### src/rtl/launch_pkg.sv
// Shared types and default widths for the launch sequencer and its DM write-port mux.
package launch_pkg;

  typedef enum logic [1:0] {
    IDLE = 2'd0,
    LOAD = 2'd1,
    RUN  = 2'd2,
    DONE = 2'd3
  } state_t;

  typedef enum logic {
    OWN_HOST = 1'b0,
    OWN_CPU  = 1'b1
  } owner_t;

  localparam int DM_AW_DEF    = 8;
  localparam int DW_DEF       = 8;
  localparam int CNT_W_DEF    = 16;
  localparam int WD_LIMIT_DEF = 4096;

endpackage

### src/rtl/dm_port_mux.sv
// Combinational 2:1 select of the data-memory write port between host and CPU.
module dm_port_mux
  import launch_pkg::*;
#(
  parameter int AW = DM_AW_DEF,
  parameter int DW = DW_DEF
) (
  input  owner_t          owner,
  input  logic            host_wr_en,
  input  logic [AW-1:0]   host_addr,
  input  logic [DW-1:0]   host_data,
  input  logic            cpu_wr_en,
  input  logic [AW-1:0]   cpu_addr,
  input  logic [DW-1:0]   cpu_data,
  output logic            dm_wr_en,
  output logic [AW-1:0]   dm_addr,
  output logic [DW-1:0]   dm_data
);

  // The non-owner's strobe never reaches DM, which is how stray writes get dropped.
  always_comb begin
    dm_wr_en = host_wr_en;
    dm_addr  = host_addr;
    dm_data  = host_data;
    if (owner == OWN_CPU) begin
      dm_wr_en = cpu_wr_en;
      dm_addr  = cpu_addr;
      dm_data  = cpu_data;
    end
  end

endmodule

### src/rtl/launch_ctrl.sv
// Run sequencer: host Start/Ack handshake -> CPU PC park/run control, halt detect, DM port ownership.
// Optional run watchdog enabled by defining LAUNCH_WATCHDOG_EN.
module launch_ctrl
  import launch_pkg::*;
#(
  parameter int DM_AW    = DM_AW_DEF,
  parameter int DW       = DW_DEF,
  parameter int CNT_W    = CNT_W_DEF,
  parameter int WD_LIMIT = WD_LIMIT_DEF
) (
  input  logic              Clk,
  input  logic              Reset,
  input  logic              Start,
  output logic              Ack,
  input  logic              HostWrEn,
  input  logic [DM_AW-1:0]  HostAddr,
  input  logic [DW-1:0]     HostData,
  output logic              HostBusy,
  input  logic              CpuHalt,
  input  logic              CpuMemWrEn,
  input  logic [DM_AW-1:0]  CpuMemAddr,
  input  logic [DW-1:0]     CpuMemData,
  output logic              DmWrEn,
  output logic [DM_AW-1:0]  DmAddr,
  output logic [DW-1:0]     DmData,
  output logic              PcReset,
  output logic              CpuRun,
  output logic [CNT_W-1:0]  CycleCount,
  output logic              Timeout
);

`ifdef LAUNCH_WATCHDOG_EN
  localparam bit WD_EN = 1'b1;
`else
  localparam bit WD_EN = 1'b0;
`endif
  localparam logic [CNT_W-1:0] WD_LAST = CNT_W'(WD_LIMIT - 1);

  state_t           state, state_nxt;
  owner_t           owner;
  logic [CNT_W-1:0] cycle_count;
  logic             wd_hit;

  // Start outranks both halt and watchdog so an abort always restarts cleanly.
  assign wd_hit = WD_EN && (state == RUN) && !Start && !CpuHalt && (cycle_count == WD_LAST);

  always_ff @(posedge Clk) begin
    if (Reset) begin
      state       <= IDLE;
      cycle_count <= '0;
    end else begin
      state <= state_nxt;
      if (state_nxt == LOAD)
        cycle_count <= '0;
      else if (state == RUN && cycle_count != '1)
        cycle_count <= cycle_count + CNT_W'(1);
    end
  end

  always_comb begin
    state_nxt = state;
    unique case (state)
      IDLE: if (Start) state_nxt = LOAD;
      LOAD: if (!Start) state_nxt = RUN;
      RUN: begin
        if (Start)                 state_nxt = LOAD;
        else if (CpuHalt || wd_hit) state_nxt = DONE;
      end
      DONE: if (Start) state_nxt = LOAD;
      default: state_nxt = IDLE;
    endcase
  end

  always_comb begin
    PcReset  = 1'b1;
    CpuRun   = 1'b0;
    Ack      = 1'b0;
    HostBusy = 1'b0;
    owner    = OWN_HOST;
    unique case (state)
      RUN: begin
        PcReset  = 1'b0;
        CpuRun   = 1'b1;
        HostBusy = 1'b1;
        owner    = OWN_CPU;
      end
      DONE: begin
        PcReset = 1'b0;
        Ack     = 1'b1;
      end
      default: ;
    endcase
  end

`ifdef LAUNCH_WATCHDOG_EN
  // Sticky until the next LOAD so the host can read why the run ended.
  always_ff @(posedge Clk) begin
    if (Reset)                   Timeout <= 1'b0;
    else if (state_nxt == LOAD)  Timeout <= 1'b0;
    else if (wd_hit)             Timeout <= 1'b1;
  end
`else
  assign Timeout = 1'b0;
`endif

  assign CycleCount = cycle_count;

  dm_port_mux #(.AW(DM_AW), .DW(DW)) u_dm_mux (
    .owner      (owner),
    .host_wr_en (HostWrEn),
    .host_addr  (HostAddr),
    .host_data  (HostData),
    .cpu_wr_en  (CpuMemWrEn),
    .cpu_addr   (CpuMemAddr),
    .cpu_data   (CpuMemData),
    .dm_wr_en   (DmWrEn),
    .dm_addr    (DmAddr),
    .dm_data    (DmData)
  );

endmodule

### config.mk
export PLATFORM = sky130hd
export DESIGN_NAME = launch_ctrl
export DESIGN_NICKNAME = d
export VERILOG_FILES = /design/src/rtl/launch_pkg.sv /design/src/rtl/dm_port_mux.sv /design/src/rtl/launch_ctrl.sv
export SDC_FILE = /design/constraint.sdc
export NUM_CORES = 1
export LEC_CHECK = 0
export CORE_ASPECT_RATIO = 0.6
export CORE_MARGIN = 1
export CORE_UTILIZATION = 40
export DETAILED_ROUTE_END_ITERATION = 8
export PLACE_DENSITY_LB_ADDON = 0.1
export SLEW_MARGIN = 20
export SYNTH_ARGS = -nofsm -noshare
export SYNTH_HDL_FRONTEND = slang
export SYNTH_SLANG_ARGS = --single-unit
### constraint.sdc
create_clock -name Clk -period 4.4 [get_ports Clk]
set_input_delay 0.44 -clock Clk [delete_from_list [all_inputs] [get_ports Clk]]
set_output_delay 0.44 -clock Clk [all_outputs]
set_load 0.05 [all_outputs]
Yosys cells after proc, flatten, opt, wreduce, memory -nomap -nowiden. Cells that the tools add are included.

Flip-flop bits (word level): 18. Logic and storage cells: 24. Output and inout port bits: 38. Input port bits: 38.

Reduce and logical (&&, ||, !) cells: 5. Equality and inequality tests: 5. Add/sub/neg operators: 1. Muxes and demuxes: 11.

Operators with widths (count): $add A16 B1 Y16 const B (1); $mux W8 (2); $ne A16 B16 Y1 const B (1); $mux W2 (4); $pmux W2 S3 (1); $reduce_or A2 Y1 (3); $eq A2 B1 Y1 const B (2); $eq A2 B2 Y1 const B (2); $mux W1 (4); $logic_not A2 Y1 (1); $logic_and A1 B1 Y1 (1).

Depth between registers and ports, before layout.
Word-level depth: 5. Mapped depth: 8. Mapped depth without buffers: 6.

By module. From an unflattened synthesis, not the netlist that was laid out.

Cell total of the unflattened synthesis: 140. Area total of the unflattened synthesis: 1347.5 um^2.

Modules (own cells, without submodules): launch_ctrl (times used 1, area each 1087.3 um^2, cells each 121, seq. area each 360.3 um^2); dm_port_mux (times used 1, area each 260.2 um^2, cells each 19, seq. area each 0.0 um^2).

Least setup slack after synthesis. No wires, ideal clock.

Kind: register -> output. From: register state[1]. To: output port DmAddr[0]. Data arrival time: 2.060 ns. Stages on the path, launching flop included: 5. Buffers on the path: 2. Required time: 3.960 ns. Slack: 1.900 ns. Path through: dfxtp_1 -> ha_1 -> buf_2 -> buf_1 -> mux2_2.

Cells in the longest elaborated chain, start to end: 3.

Ends and longest elaborated chain: from (decl) (line launch_ctrl.sv:39) `state_t state, state_nxt;`; from (signal assigned) (line launch_ctrl.sv:52) `state <= state_nxt;`; $eq A2 B2 Y1; $mux W1; named net CpuRun (line launch_ctrl.sv:27) `output logic CpuRun,`; $mux W8 (line dm_port_mux.sv:25) `if (owner == OWN_CPU) begin`; to (decl) (line launch_ctrl.sv:24) `output logic [DM_AW-1:0] DmAddr,`.

The timed path passes the listed nets, and every way through them passes these cells.

Worst setup path after layout.
From: register state[1]. To: output port DmAddr[7].

Cells in the longest elaborated chain, start to end: 3.

Ends and longest elaborated chain: $eq A2 B2 Y1 (line launch_ctrl.sv:80) `unique case (state)`; $mux W1 (line launch_ctrl.sv:80); $mux W8 (line dm_port_mux.sv:25).

No other way between the ends.

==> summary.txt <==
Yosys
  – Most common cell in the synthesized netlist: dfxtp_1
  – Dominant cell type by area after synthesis: dfxtp_1
  – Post-Synthesis Cells: 135
  – Yosys top cell area share: 0.2851
  – Post-Synth Adder-Cell Area: 0.03960
  – Distinct cells, synth: 38
  – Syn nets: 177
  – Area contributors post-synth: dfxtp_1 29%, mux2_2 15%, a21oi_1 4.4%, o41ai_4 4.4%, ha_1 4.0%
  – Synth top cells by count: 18 x dfxtp_1, 17 x mux2_2, 11 x a21oi_1
  – Post-synthesis simple-gate area fraction: 0.2604
  – Post-synth ARST share: 0
  – #FFs+latches synth: 18
  – Main synth FF type: dfxtp_1
  – Compound-Gate Fraction of Synth Area: 0.1802
  – Mapped Area: 0.001264 mm²
  – Yosys warns: 0
  – Syn Area/Cell: 9.361 µm²
  – Largest family of logic cells by synthesized area: simple AND/OR/NAND/NOR gates
  – Mux share of post-synthesis cell area: 0.1673
  – Post-synth EDFFs: 0
  – Synth Area in XOR/XNOR: 0.02079
  – Seq/Total Area, Yosys: 0.2851

Min path
  – Hold Path Stages: 2
  – Hold endpoint: CycleCount[7]
  – Hold_sp: CycleCount[7]
  – Hold Path Class: flop to flop

Routing
  – DR pass1 iterations: 4
  – Vias per cell: 5.245
  – Residual DRC: 0
  – Routed Antenna Nets: 0
  – Starting DRT DRC Count: 75
  – WL/cell: 14.82 µm
  – Post-Route WL: 3691 µm
  – Vias post-DR: 1,306

Die
  – I/O pins: 76
  – Initial Utilization: 0.4316
  – Die Area: 0.003396 mm²
  – Core footprint: 0.002928 mm²
  – Site row count: 15
  – Die width: 74.57 µm
  – Die Height: 45.54 µm

Setup path
  – Highest net fanout along the worst path: 30
  – FF-to-FF path depth: 4
  – Startpoint types: flop
  – Worst setup EP type: output port
  – Slowest stage delay, CP: 720 ps
  – R2R Path Start: state[1]
  – Slowest stage cell, crit path: clkdlybuf4s50_1
  – Critical Path RT: 3960 ps
  – Reg2reg setup slack: 1880 ps
  – Worst setup path class: flop to output port
  – R2r endpoint: CycleCount[12]
  – Worst Path Arrival: 2510 ps
  – CP Cell Sequence: ha_2 -> mux2_2 -> clkdlybuf4s50_1

Timing
  – RSZ-0062 raised after global routing: no
  – Final Slew Violations: 0
  – Post-layout minimum cycle time: 2953 ps
  – Final setup margin: 1447 ps
  – Tcrit/Tclk final: 0.6711
  – Fin. Hold Viols: 0
  – Final setup fails: 0
  – Slew headroom: 0.4022
  – Skew final: 2.147 ps
  – Post-route setup TNS: 0 ps
  – Max Fclk: 338.7 MHz
  – Worst-Margin Slew: 893.7 ps

Clock network
  – Hold_buf cts: 0
  – Post-CTS sizing: 0
  – Clk Latency, worst-skew pair: 250 ps
  – Clock slew at reported path FFs: 70 ps
  – Maximum buffer depth of the clock tree: 2
  – # H-tree levels: 1
  – Clock sinks: 18
  – TritonCTS clock tree: built
  – Setup Fix Bufs, Post-CTS: 0
  – Clock Tree Root: clkbuf_8
  – CTS buffer count: 3

Placement
  – PortBufs: 74
  – Post-DP Area: 0.002024 mm²
  – Post-detail-place hpwl: 2862 µm
  – Routability-driven placement congestion ratio: 0.7882
  – Dpl ws: 1355 ps

Cells and area
  – Fin nets: 250
  – Area Overhead vs Synth: 64.75%
  – Fillers: 230
  – FF+latch area: 360.3 µm²
  – Diode count: 0
  – Design area: 0.002082 mm²
  – Fraction of layout cells with a size suffix above 1: 0.1546
  – Area of the multi-input gates: 850.8 µm²
  – Finished Core Util: 0.7111

Global routing
  – Vias in the first global route: 1,290
  – Total track usage: 0.2343
  – Initial antenna violation count: 0
  – Global route overflow: 0
  – Largest net degree at the start of global routing: 31
  – First-pass GRT wire length: 5913 µm

Run
  – Max-cap violations: 0

Power
  – Maximum vdd drop: 151.7 µV
  – Leak pwr: 0.0007134 µW
  – Total power: 485.1 µW
  – Power Dens Cells: 233.0 mW/mm²

Run status
  – Status: complete, no violations
stage by stage:
stage / hold slack, ps / cells
finish: 542.0 / 249
global route: 571.6 / 249
CTS: 543.4 / 249
detailed placement: 532.5 / 245
global placement: 504.3 / 245
floorplan: 518.5 / 135
cell type report:
| cell class | instances | area share |
|---|---|---|
| Clock buffer | 4 | 0.02644 |
| Multi-Input combinational cell | 105 | 0.4087 |
| Inverter | 6 | 0.01082 |
| Tap cell | 42 | 0.02524 |
| Timing Repair Buffer | 74 | 0.3558 |
| Sequential cell | 18 | 0.1731 |
layer usage:
metal / track usage / wire (µm)
met3: 0.09513 / 307
met1: 0.2751 / 1670
met4: 0.03774 / 27
met2: 0.4126 / 1686
met5: 0 / 0
kinds of logic (layout without fill, tap and decap cells):
group	count (synthesis)	after routing
simple gates	48	48
xor+xnor	3	3
fa+ha+maj	4	4
flops	18	18
compound gates	30	30
buf+inv	12	84
mux	19	19
other cells	1	1
cell usage in the layout, fill, tap and decap left out, types with 2 or more instances in the layout:
master / Yosys / routed
a21oi_1: 11 / 11
and3_1: 3 / 3
and4_4: 2 / 2
clkbuf_8: 0 / 4
clkdlybuf4s50_1: 0 / 74
dfxtp_1: 18 / 18
ha_1: 4 / 3
inv_1: 6 / 6
mux2_2: 17 / 17
mux2i_1: 2 / 2
nand2_1: 4 / 4
nand3_1: 6 / 6
nand4_4: 2 / 2
nor2_1: 8 / 8
nor3_1: 5 / 5
nor4_1: 3 / 3
o21ai_0: 3 / 3
o21ai_1: 3 / 3
o31ai_1: 5 / 5
o41ai_4: 2 / 2
or3_1: 4 / 4
or4_1: 4 / 4
xor2_1: 3 / 3
worst max path at each step:
stage,depth (start not counted),endpoint,slack [ps],start
final,3,DmAddr[7],1450,state[1]
after global routing,3,DmAddr[7],1330,state[1]
after CTS,3,DmAddr[7],1060,state[1]
after detailed placement,3,DmAddr[7],1360,state[1]
after global placement,3,DmAddr[7],1470,state[1]
after floorplan,4,DmAddr[0],1900,state[1]
power breakdown:
part / switching [µW] / internal, µW
logic: 99.6 / 79.0
registers: 4.21 / 165
clock network: 57.4 / 79.5
critical path, delay by kind of cell, from the launching register on:
kind / cells / cell delay, ps
buf+inv: 1 / 720
fa+ha+maj: 1 / 680
mux: 1 / 410
flops: 1 / 430
state kept, by name (all words and copies together) (netlist names):
signal,count
state,2
CycleCount,16
No activity file was read; power rests on OpenSTA's default activity.
